`config.mk`:
```
export PLATFORM = sky130hd
export DESIGN_NAME = linebuf_window_ctrl
export DESIGN_NICKNAME = d
export VERILOG_FILES = /design/src/rtl/linebuf_window_ctrl.sv
export SDC_FILE = /design/constraint.sdc
export NUM_CORES = 1
export LEC_CHECK = 0
export BUFFER_PORTS_ARGS = -buffer_cell sky130_fd_sc_hd__buf_2
export CAP_MARGIN = 30
export CORE_ASPECT_RATIO = 1.25
export CORE_MARGIN = 4
export CORE_UTILIZATION = 55
export DETAILED_ROUTE_END_ITERATION = 12
export PLACE_DENSITY = 0.8
export SLEW_MARGIN = 20
export SYNTH_ARGS = -nofsm -noshare
export SYNTH_HDL_FRONTEND = slang
export SYNTH_SLANG_ARGS = --single-unit
```
`constraint.sdc`:
```
create_clock -name clk -period 2.3 [get_ports clk]
set_clock_uncertainty 0.15 [all_clocks]
set_input_delay 0.345 -clock clk [delete_from_list [all_inputs] [get_ports clk]]
set_output_delay 0.345 -clock clk [all_outputs]
set_load 0.01 [all_outputs]
```
`src/rtl/linebuf_window_ctrl.sv`:
```
// Sequencer for the two-row line buffer: handshakes the raster stream, tracks pixel position,
// flags complete 2x2 windows and frames each image. Optional macro: LBCTRL_PERF_EN (stall_cnt).
module linebuf_window_ctrl #(
  parameter int DATA_W = 32,
  parameter int IMG_W  = 28,
  parameter int IMG_H  = 28,
  parameter int STRIDE = 2,
  parameter int LB_LAT = 1
) (
  input  logic              clk,
  input  logic              rst_n,
  input  logic              start,
  input  logic [DATA_W-1:0] s_data,
  input  logic              s_valid,
  output logic              s_ready,
  output logic [DATA_W-1:0] lb_d_in,
  output logic              lb_in_valid,
  output logic              lb_clear,
  output logic              win_valid,
  output logic [15:0]       win_idx,
  output logic              busy,
  output logic              frame_done,
`ifdef LBCTRL_PERF_EN
  output logic [15:0]       stall_cnt,
`endif
  output logic [2:0]        dbg_state
);

  typedef enum logic [2:0] {
    S_IDLE  = 3'd0,
    S_CLEAR = 3'd1,
    S_RUN   = 3'd2,
    S_DRAIN = 3'd3,
    S_DONE  = 3'd4
  } state_t;

  localparam int DW = $clog2(LB_LAT + 1) + 1;

  state_t          state, state_next;
  logic [DW-1:0]   drain_cnt;
  logic [15:0]     row, col;
  logic [LB_LAT:0] win_sr;
  logic            accept, last_pix, win_cond;

  // Handshake: a pixel transfers in any cycle where s_valid and s_ready are both high;
  // s_ready depends only on state, so it never combinationally follows s_valid.
  assign s_ready    = (state == S_RUN);
  assign accept     = s_valid & s_ready;
  assign busy       = (state != S_IDLE);
  assign lb_clear   = (state == S_CLEAR);
  assign frame_done = (state == S_DONE);
  assign win_valid  = win_sr[LB_LAT];
  assign dbg_state  = state;

  assign last_pix = (row == 16'(IMG_H - 1)) && (col == 16'(IMG_W - 1));
  assign win_cond = (row != 16'd0) && (col != 16'd0) &&
                    ((STRIDE == 1) || (row[0] && col[0]));

  always_comb begin
    state_next = state;
    case (state)
      S_IDLE:  if (start) state_next = S_CLEAR;
      S_CLEAR: state_next = S_RUN;
      S_RUN:   if (accept && last_pix) state_next = S_DRAIN;
      S_DRAIN: if (drain_cnt == DW'(LB_LAT)) state_next = S_DONE;
      S_DONE:  state_next = S_IDLE;
      default: state_next = S_IDLE;
    endcase
  end

  always_ff @(posedge clk or negedge rst_n) begin
    if (!rst_n) begin
      state     <= S_IDLE;
      drain_cnt <= '0;
    end else begin
      state     <= state_next;
      drain_cnt <= (state == S_DRAIN) ? drain_cnt + 1'b1 : '0;
    end
  end

  always_ff @(posedge clk or negedge rst_n) begin
    if (!rst_n) begin
      lb_d_in     <= '0;
      lb_in_valid <= 1'b0;
    end else begin
      lb_in_valid <= accept;
      if (accept) lb_d_in <= s_data;
    end
  end

  // Window flag travels alongside the pixel through the line buffer latency.
  always_ff @(posedge clk or negedge rst_n) begin
    if (!rst_n) begin
      row     <= '0;
      col     <= '0;
      win_sr  <= '0;
      win_idx <= '0;
    end else if (state == S_CLEAR) begin
      row     <= '0;
      col     <= '0;
      win_sr  <= '0;
      win_idx <= '0;
    end else begin
      win_sr <= {win_sr[LB_LAT-1:0], accept & win_cond};
      if (win_valid) win_idx <= win_idx + 16'd1;
      if (accept) begin
        if (col == 16'(IMG_W - 1)) begin
          col <= '0;
          row <= row + 16'd1;
        end else begin
          col <= col + 16'd1;
        end
      end
    end
  end

`ifdef LBCTRL_PERF_EN
  always_ff @(posedge clk or negedge rst_n) begin
    if (!rst_n) begin
      stall_cnt <= '0;
    end else if (state == S_CLEAR) begin
      stall_cnt <= '0;
    end else if ((state == S_RUN) && !s_valid && (stall_cnt != 16'hFFFF)) begin
      stall_cnt <= stall_cnt + 16'd1;
    end
  end
`endif

endmodule

```
==> Word-level counts from Yosys, hierarchy flattened <==
Cells that the tools add are included.
{ "totals": {"elab_cells": 52, "input_bits": 36, "ff_bits": 88, "out_inout_bits": 57} }
{ "op_classes": {"n_reduce_logical": 14, "n_eq_ne": 10, "n_mux": 14, "n_addsub": 4, "bitwise_logic": 2} }
{ "ops": {"columns": ["cell", "count"], "rows": [
  ["two-way mux 16 bit", 8],
  ["adder 16 x 1 -> 16 bit, second input constant", 3],
  ["== test 16 x 5 -> 1 bit, second input constant", 2],
  ["nonzero test 16 bit", 2],
  ["case mux 3 bit (4 select lines)", 1],
  ["two-way mux 3 bit", 3],
  ["== test 3 x 2 -> 1 bit, second input constant", 2],
  ["nonzero test 2 bit", 3],
  ["logical AND 1 bit", 5],
  ["two-way mux 2 bit", 2],
  ["inequality test 2 bit, second input constant", 2],
  ["== test 3 x 1 -> 1 bit, second input constant", 1],
  ["== test 3 bit, second input constant", 1],
  ["logical NOT 3 bit", 1],
  ["AND reduction 3 bit", 1],
  ["nonzero test 3 bit", 1],
  ["adder 2 x 1 -> 2 bit, second input constant", 1],
  ["AND 1 bit", 2],
  ["== test 2 x 1 -> 1 bit, second input constant", 1],
  ["inequality test 2 x 1 -> 1 bit, second input constant", 1],
  ["AND reduction 2 bit", 1]
]} }

==> Depth between registers and ports, before layout <==
Gate-level depths: netlist of run 1.
{ "logic_depth": {"ltp_word": 5, "mapped_depth": 7} }

==> Worst setup path before layout of run 1 <==
OpenSTA, ideal clock, no wires.
{ "synth_path": {"kind": "reg2out", "from": "reg state[1], in the netlist dbg_state[1]", "to": "out lb_clear", "required_time_ns": 1.805, "path_buffers": 3, "arrival_time_ns": 1.553, "slack_ns": 0.252, "path_stages_with_launch": 7, "cell_sequence": "dfrtp_1 buf_2 nand2b_1 or2_2 inv_1 buf_2 buf_2"} }
{ "synth_between": {"elab_chain_len": 1} }
{ "synth_lines": {"columns": ["element", "line_no", "source"], "rows": [
  ["from (decl)", "39", "state_t state, state_next;"],
  ["from (signal assigned)", "76", "state <= state_next;"],
  ["== test 3 x 1 -> 1 bit", "50", "assign lb_clear = (state == S_CLEAR);"],
  ["to (decl)", "18", "output logic lb_clear,"]
]} }
No other way between the ends.

==> Worst setup path after layout of run 1 <==
Ends and elaborated chain as after synthesis.

==> impl_metrics.yaml, run 1 <==
run_status:
  status: "complete, no violations"
cts:
  cts-htree-levels: 3
  clockBufferDepth: 2
  clk_latency_ns: 0.36
  cts_tree: "yes"
  clock_sinks: 88
  cts-root-buf: "clkbuf_8"
  path_clk_slew_ns: 0.09
  numCtsBuffers: 9
  cts_setup_buffers: 0
critical_path:
  critPathCaptureType: "output pin"
  path_cells: "nand2b_1 > or2_2 > clkinvlp_4 > buf_2"
  cpPeakStageDelay_ns: 0.44
  required_ns: 1.80
  cp-start-kind: "register"
  critPathSlowestCell: "dfrtp_1"
  worstSetupPathType: "register to output pin"
  path_max_fanout: 9
  cp.arrival_ns: 1.69
cells_and_area:
  multi_input_comb_area_um2: 2000
  fill_cells: 656
  final_cell_mix: "nand2_1 (125), buf_2 (91), dfrtp_1 (87)"
  final_common_cell: "nand2_1"
  seq_area_um2: 2200
  area_growth_syn_to_layout_pct: 19.4
  diodes: 0
  drive_gt1_frac: 0.261
  fin_nets: 607
logic_synthesis:
  synth_edf_count: 0
  synth_cell_types: 49
  yosys.area_share.simple: 0.315
  syn_area_per_cell_um2: 9.27
  synth_ff_type: "dfrtp_1"
  ys_seq_area_frac: 0.506
  synth_fa_ha_area_frac: 0.0173
  synth.area.mux_share: 0.0207
  synth_xor_area_frac: 0.0282
  synth_fp_nets: 511
  synthCells: 469
  async_reset_ff_frac: 1.00
  synth_compound_area_frac: 0.0785
  syn_area_um2: 4350
  ys.warnings.count: 0
  synth_top_family_by_area: "simple AND/OR/NAND/NOR gates"
  synth_seq_cells: 88
sta:
  tightest_slew_ns: 0.663
  timing.final.crit_share: 0.952
  fin_hold_ws_ns: 0.00947
  slew_headroom: 0.558
  period_minus_slack_ns: 2.19
  tns_ns: 0
  timing.fmax_mhz: 457
  finalHoldViolCount: 0
  setup_violations: 0
  report.final.slew_viol_count: 0
  rsz0062_at_grt: "false"
power:
  irDropWorstVdd_mv: 0.728
  p_int_mw: 3.27
  p_switching_mw: 2.03
  clkPwrFrac: 0.214
  pwr-share-comb: 0.344
  power_frac_seq: 0.442
  p_sw_frac: 0.383
  p_per_area_nw_per_um2: 1020
  cellLeakagePower_nw: 2.54
  p_total_mw: 5.31
flow_run:
  cap_violations: 0
detailed_routing:
  wire_per_inst_um: 15.7
  drt_wl_total_um: 10400
  drtIter0Drc: 266
  vias_per_cell: 5.82
  drc_errors: 0
  dr_total_vias: 3870
  ant_nets: 0
  drt-pass1-iter-count: 4
global_route:
  grt_pass1_vias: 3850
  met1_usage: 0.293
  top_usage_layer: "met2"
  grt_overflow: 0
  grtUsageTotal: 0.233
  use_met2: 0.379
  grt_pass1_wl_um: 17500
  grt_max_degree: 52
  use_met3: 0.0383
  antenna_found_initial: 0
die:
  die_area_um2: 9400
  start_util: 0.561
  row_count: 36
  core_area_um2: 7750
  pin_count: 93
  die_w_um: 87.5
  die-height_um: 107
placed_design:
  portBuffers: 92
  dp_hpwl_um: 7400
  place_congestion: 0.857
hold_path:
  hold_class: "input port to register"
==> critical path, delay by kind of cell, from the launching register on <==
family        cells  cell delay (ns)
buf+inv           2             0.33
simple gates      2             0.57
flops             1             0.44
==> logic make-up (layout without fill, tap and decap cells) <==
kind of cell             count (synthesis)  count (layout)
adder cells (fa/ha/maj)                  6               6
buffers and inverters                   35             136
AO/OA/AOI/OAI                           55              55
flip-flops                              88              88
XOR/XNOR                                14              14
multiplexers                             9               9
AND/OR/NAND/NOR                        262             262
==> worst paths after layout <==
path | start | endpoint | slack (ns) | cells past startpoint
setup / recovery | dbg_state[1] | lb_clear | 0.11 | 4
hold / removal | s_data[6] | lb_d_in[6] | 0.009 | 3
setup reg to reg | col[5] | row[6] | 0.21 | 4
hold reg to reg | drain_cnt[0] | drain_cnt[0] | 0.29 | 1
max in group asynchronous | rst_n | win_idx[12] | 0.96 | 3
min in group asynchronous | rst_n | row[10] | 0.40 | 2
==> power groups by stage <==
stage | Combinational (mW) | Clock, mW | Sequential, mW
CTS | 1.85 | 1.15 | 2.34
global route | 2.05 | 1.22 | 2.40
finish | 1.83 | 1.14 | 2.34
floorplan | 1.06 | 0 | 2.41
detailed placement | 1.84 | 0 | 2.36
global placement | 1.76 | 0 | 2.34
==> final cells by class <==
class	count	area share
clock buffer	10	0.0265
tap	95	0.0229
sequential	88	0.424
inverter	10	0.00795
timing repair buffer	110	0.119
multi-input combinational	346	0.385
clock inverter	6	0.0145
==> metal layers <==
metal | part of all wire | up-vias | wire length [um]
li1 | - | 1822 | -
met1 | 0.40 | 1878 | 4180
met2 | 0.51 | 130 | 5340
met3 | 0.052 | 40 | 546
met4 | 0.035 | 0 | 367
met5 | 0 | - | 0
==> synth_stat cells (3+ instances only) <==
master    count  area share
nand2_1     125        0.11
dfrtp_1      88        0.51
nor2_1       21       0.018
a21oi_1      18       0.021
nand3_1      18       0.021
nand4_1      17       0.024
buf_2        12       0.014
o31ai_1      11       0.019
inv_1        10      0.0086
or2_2        10       0.014
or4_1        10       0.017
clkbuf_1      9      0.0078
mux2i_1       9       0.021
nor4_1        9       0.013
o21ai_0       9       0.010
or3_1         8       0.012
and3_1        7       0.010
nor3_1        7      0.0081
xnor2_1       7       0.014
xor2_1        7       0.014
a31oi_1       6      0.0086
ha_1          6       0.017
and4_1        5       0.010
buf_1         4      0.0035
nand2b_1      4      0.0058
nor2b_1       3      0.0043
==> state kept, by name, summed over array words and instances, names as in the netlist <==
name         cells
lb_d_in         32
col             16
row             16
win_idx         16
dbg_state        3
drain_cnt        2
win_sr           2
lb_in_valid      1
==> what timing repair did <==
item	in CTS	in global routing
gates resized for setup	1	1
hold endpoints to repair	51	0
pin swaps	0	0
hold buffers	2	0
endpoints found under the setup margin	1	1
==> metrics by stage <==
stage	utilization	setup WS, ns	cell area [um^2]	instances
floorplan	-	0.252	4350	469
global placement	0.640	0.339	4950	647
detailed placement	0.640	0.279	4950	647
CTS	0.670	0.0201	5190	665
global route	0.670	0.0215	5190	665
finish	0.670	0.111	5190	665
No activity file was read; power rests on OpenSTA's default activity.
==> run 2, diff against run 1 <==
--- a/config.mk
+++ b/config.mk
@@ -10,7 +10,9 @@
 export CORE_ASPECT_RATIO = 1.25
 export CORE_MARGIN = 4
 export CORE_UTILIZATION = 55
+export CTS_CLUSTER_DIAMETER = 100
 export DETAILED_ROUTE_END_ITERATION = 12
+export HOLD_SLACK_MARGIN = 0.02
 export PLACE_DENSITY = 0.8
 export SLEW_MARGIN = 20
 export SYNTH_ARGS = -nofsm -noshare
==> run 2 against run 1 <==
Against the previous run: via count up 4.5%; register-to-register slack is essentially flat; design area is 4.6% higher; global-route usage rose by 2.1 points; sequential power about the same; worst setup slack lost 0.0095 ns; non-clock buffer count rose by 24; die area stayed put; clock power hardly changed; core utilization rose by 3.1 points; highest routed layer unchanged; final cell count up 3.6%; combinational power grew 3%.
==> impl_metrics.yaml, run 2 (same netlist as run 1, synthesis figures left out) <==
critical_path:
  cp-start-kind: "register"
  worstSetupPathType: "register to output pin"
  cpLargestDelayFamily: "simple AND/OR/NAND/NOR gates"
  required_ns: 1.80
  cp_num_buf_inv: 2
  cp.arrival_ns: 1.70
  cpPeakStageDelay_ns: 0.44
  path_cells: "nand2b_1 > or2_2 > clkinvlp_4 > buf_2"
  reg2reg_slack_ns: 0.21
  critPathCaptureType: "output pin"
  critPathSlowestCell: "dfrtp_1"
  path_max_fanout: 9
detailed_routing:
  drc_errors: 0
  drt_wl_total_um: 11200
  wire_per_inst_um: 16.3
  drt-pass1-iter-count: 4
  ant_nets: 0
  dr_total_vias: 4046
  drtIter0Drc: 334
  vias_per_cell: 5.87
sta:
  period_minus_slack_ns: 2.20
  finalHoldViolCount: 0
  tns_ns: 0
  rsz0062_at_grt: "false"
  timing.final.crit_share: 0.956
  finalWorstSetupSlack_ns: 0.101
  slew_headroom: 0.552
  report.final.slew_viol_count: 0
  timing.fmax_mhz: 455
  tightest_slew_ns: 0.672
  setup_violations: 0
cts:
  clock_sinks: 88
  cts-htree-levels: 3
  path_clk_slew_ns: 0.09
  numCtsBuffers: 9
  clk_latency_ns: 0.37
  cts_tree: "yes"
  cts-root-buf: "clkbuf_8"
  clockBufferDepth: 2
cells_and_area:
  drive_gt1_frac: 0.251
  fin_nets: 631
  fin_cells: 689
  fill_cells: 597
  final_common_cell: "nand2_1"
  final_cell_mix: "nand2_1 (125), buf_2 (91), dfrtp_1 (87)"
  fin_util: 0.701
  largest-register: "lb_d_in"
  stdcell_area_um2: 5430
  diodes: 0
  area_growth_syn_to_layout_pct: 24.9
  largest_register_ffs: 32
global_route:
  use_met3: 0.0406
  grt_overflow: 0
  top_usage_layer: "met2"
  use_met2: 0.420
  met1_usage: 0.314
  grt_max_degree: 52
  antenna_found_initial: 0
  grt_pass1_vias: 4045
  grtUsageTotal: 0.254
  grt_pass1_wl_um: 18900
placed_design:
  portBuffers: 92
  place_area_um2: 4950
  place_ws_ns: 0.279
  dp_cells: 647
  place_congestion: 0.857
  dp_hpwl_um: 7400
flow_run:
  cap_violations: 0
die:
  start_util: 0.561
  core_area_um2: 7750
  die_w_um: 87.5
  pin_count: 93
  die_area_um2: 9400
  die-height_um: 107
  row_count: 36
power:
  cellLeakagePower_nw: 2.64
  p_per_area_nw_per_um2: 992
  irDropWorstVdd_mv: 0.726
hold_path:
  hold_class: "input port to register"
run_status:
  status: "complete, no violations"
## run 2: changes by cell type in the layout (fill, tap and decap cells not counted)
cell | previous run | this run
dlygate4sd3_1 | 2 | 26
## run 2: layout make-up
| cell class | instances | area [um^2] | share of cell area |
|---|---|---|---|
| Sequential cell | 88 | 2200 | 0.406 |
| Tap cell | 95 | 119 | 0.0219 |
| Inverter | 10 | 41.3 | 0.00760 |
| Timing Repair Buffer | 134 | 856 | 0.158 |
| Clock buffer | 10 | 138 | 0.0253 |
| Multi-Input combinational cell | 346 | 2000 | 0.368 |
| Clock inverter | 6 | 75.1 | 0.0138 |
## run 2: path summary, 6_finish.rpt
check | to | from | depth (start not counted)
worst max-delay path | lb_clear | dbg_state[1] | 4
worst min-delay path | lb_d_in[20] | s_data[20] | 3
worst max register to register | row[4] | col[5] | 4
max in group asynchronous | win_idx[12] | rst_n | 3
worst min register to register | drain_cnt[0] | drain_cnt[0] | 1
min in group asynchronous | row[10] | rst_n | 2
## run 2: metrics by stage
stage	total power [mW]	hold slack [ns]
final	5.39	0.0274
after global placement	4.10	0.265
after CTS	5.37	0.0238
after floorplan	3.47	-0.101
after global routing	5.75	0.0272
after detailed placement	4.19	0.272
## run 2: power breakdown
group	switching [mW]	leakage [nW]	total [mW]	internal [mW]
sequential	0.378	1.16	2.36	1.98
combinational	1.12	1.38	1.89	0.777
clock	0.596	0.105	1.14	0.547
## run 2: repair_timing
action                     CTS  global route
setup endpoints to repair    1             1
buffers inserted             0             0
gates resized for setup      1             1
hold buffers                26             0
hold endpoints to repair    75             0
## run 2: worst min-delay path, stage by stage
cell and delay [ns]:
buf_2 0.08, nand2_1 0.04, nand2_1 0.05
## run 2: metal layers
layer | part of all wire | vias to the layer above
met5 | 0 | -
met4 | 0.044 | 0
met3 | 0.051 | 47
met2 | 0.53 | 146
met1 | 0.38 | 1982
li1 | - | 1871
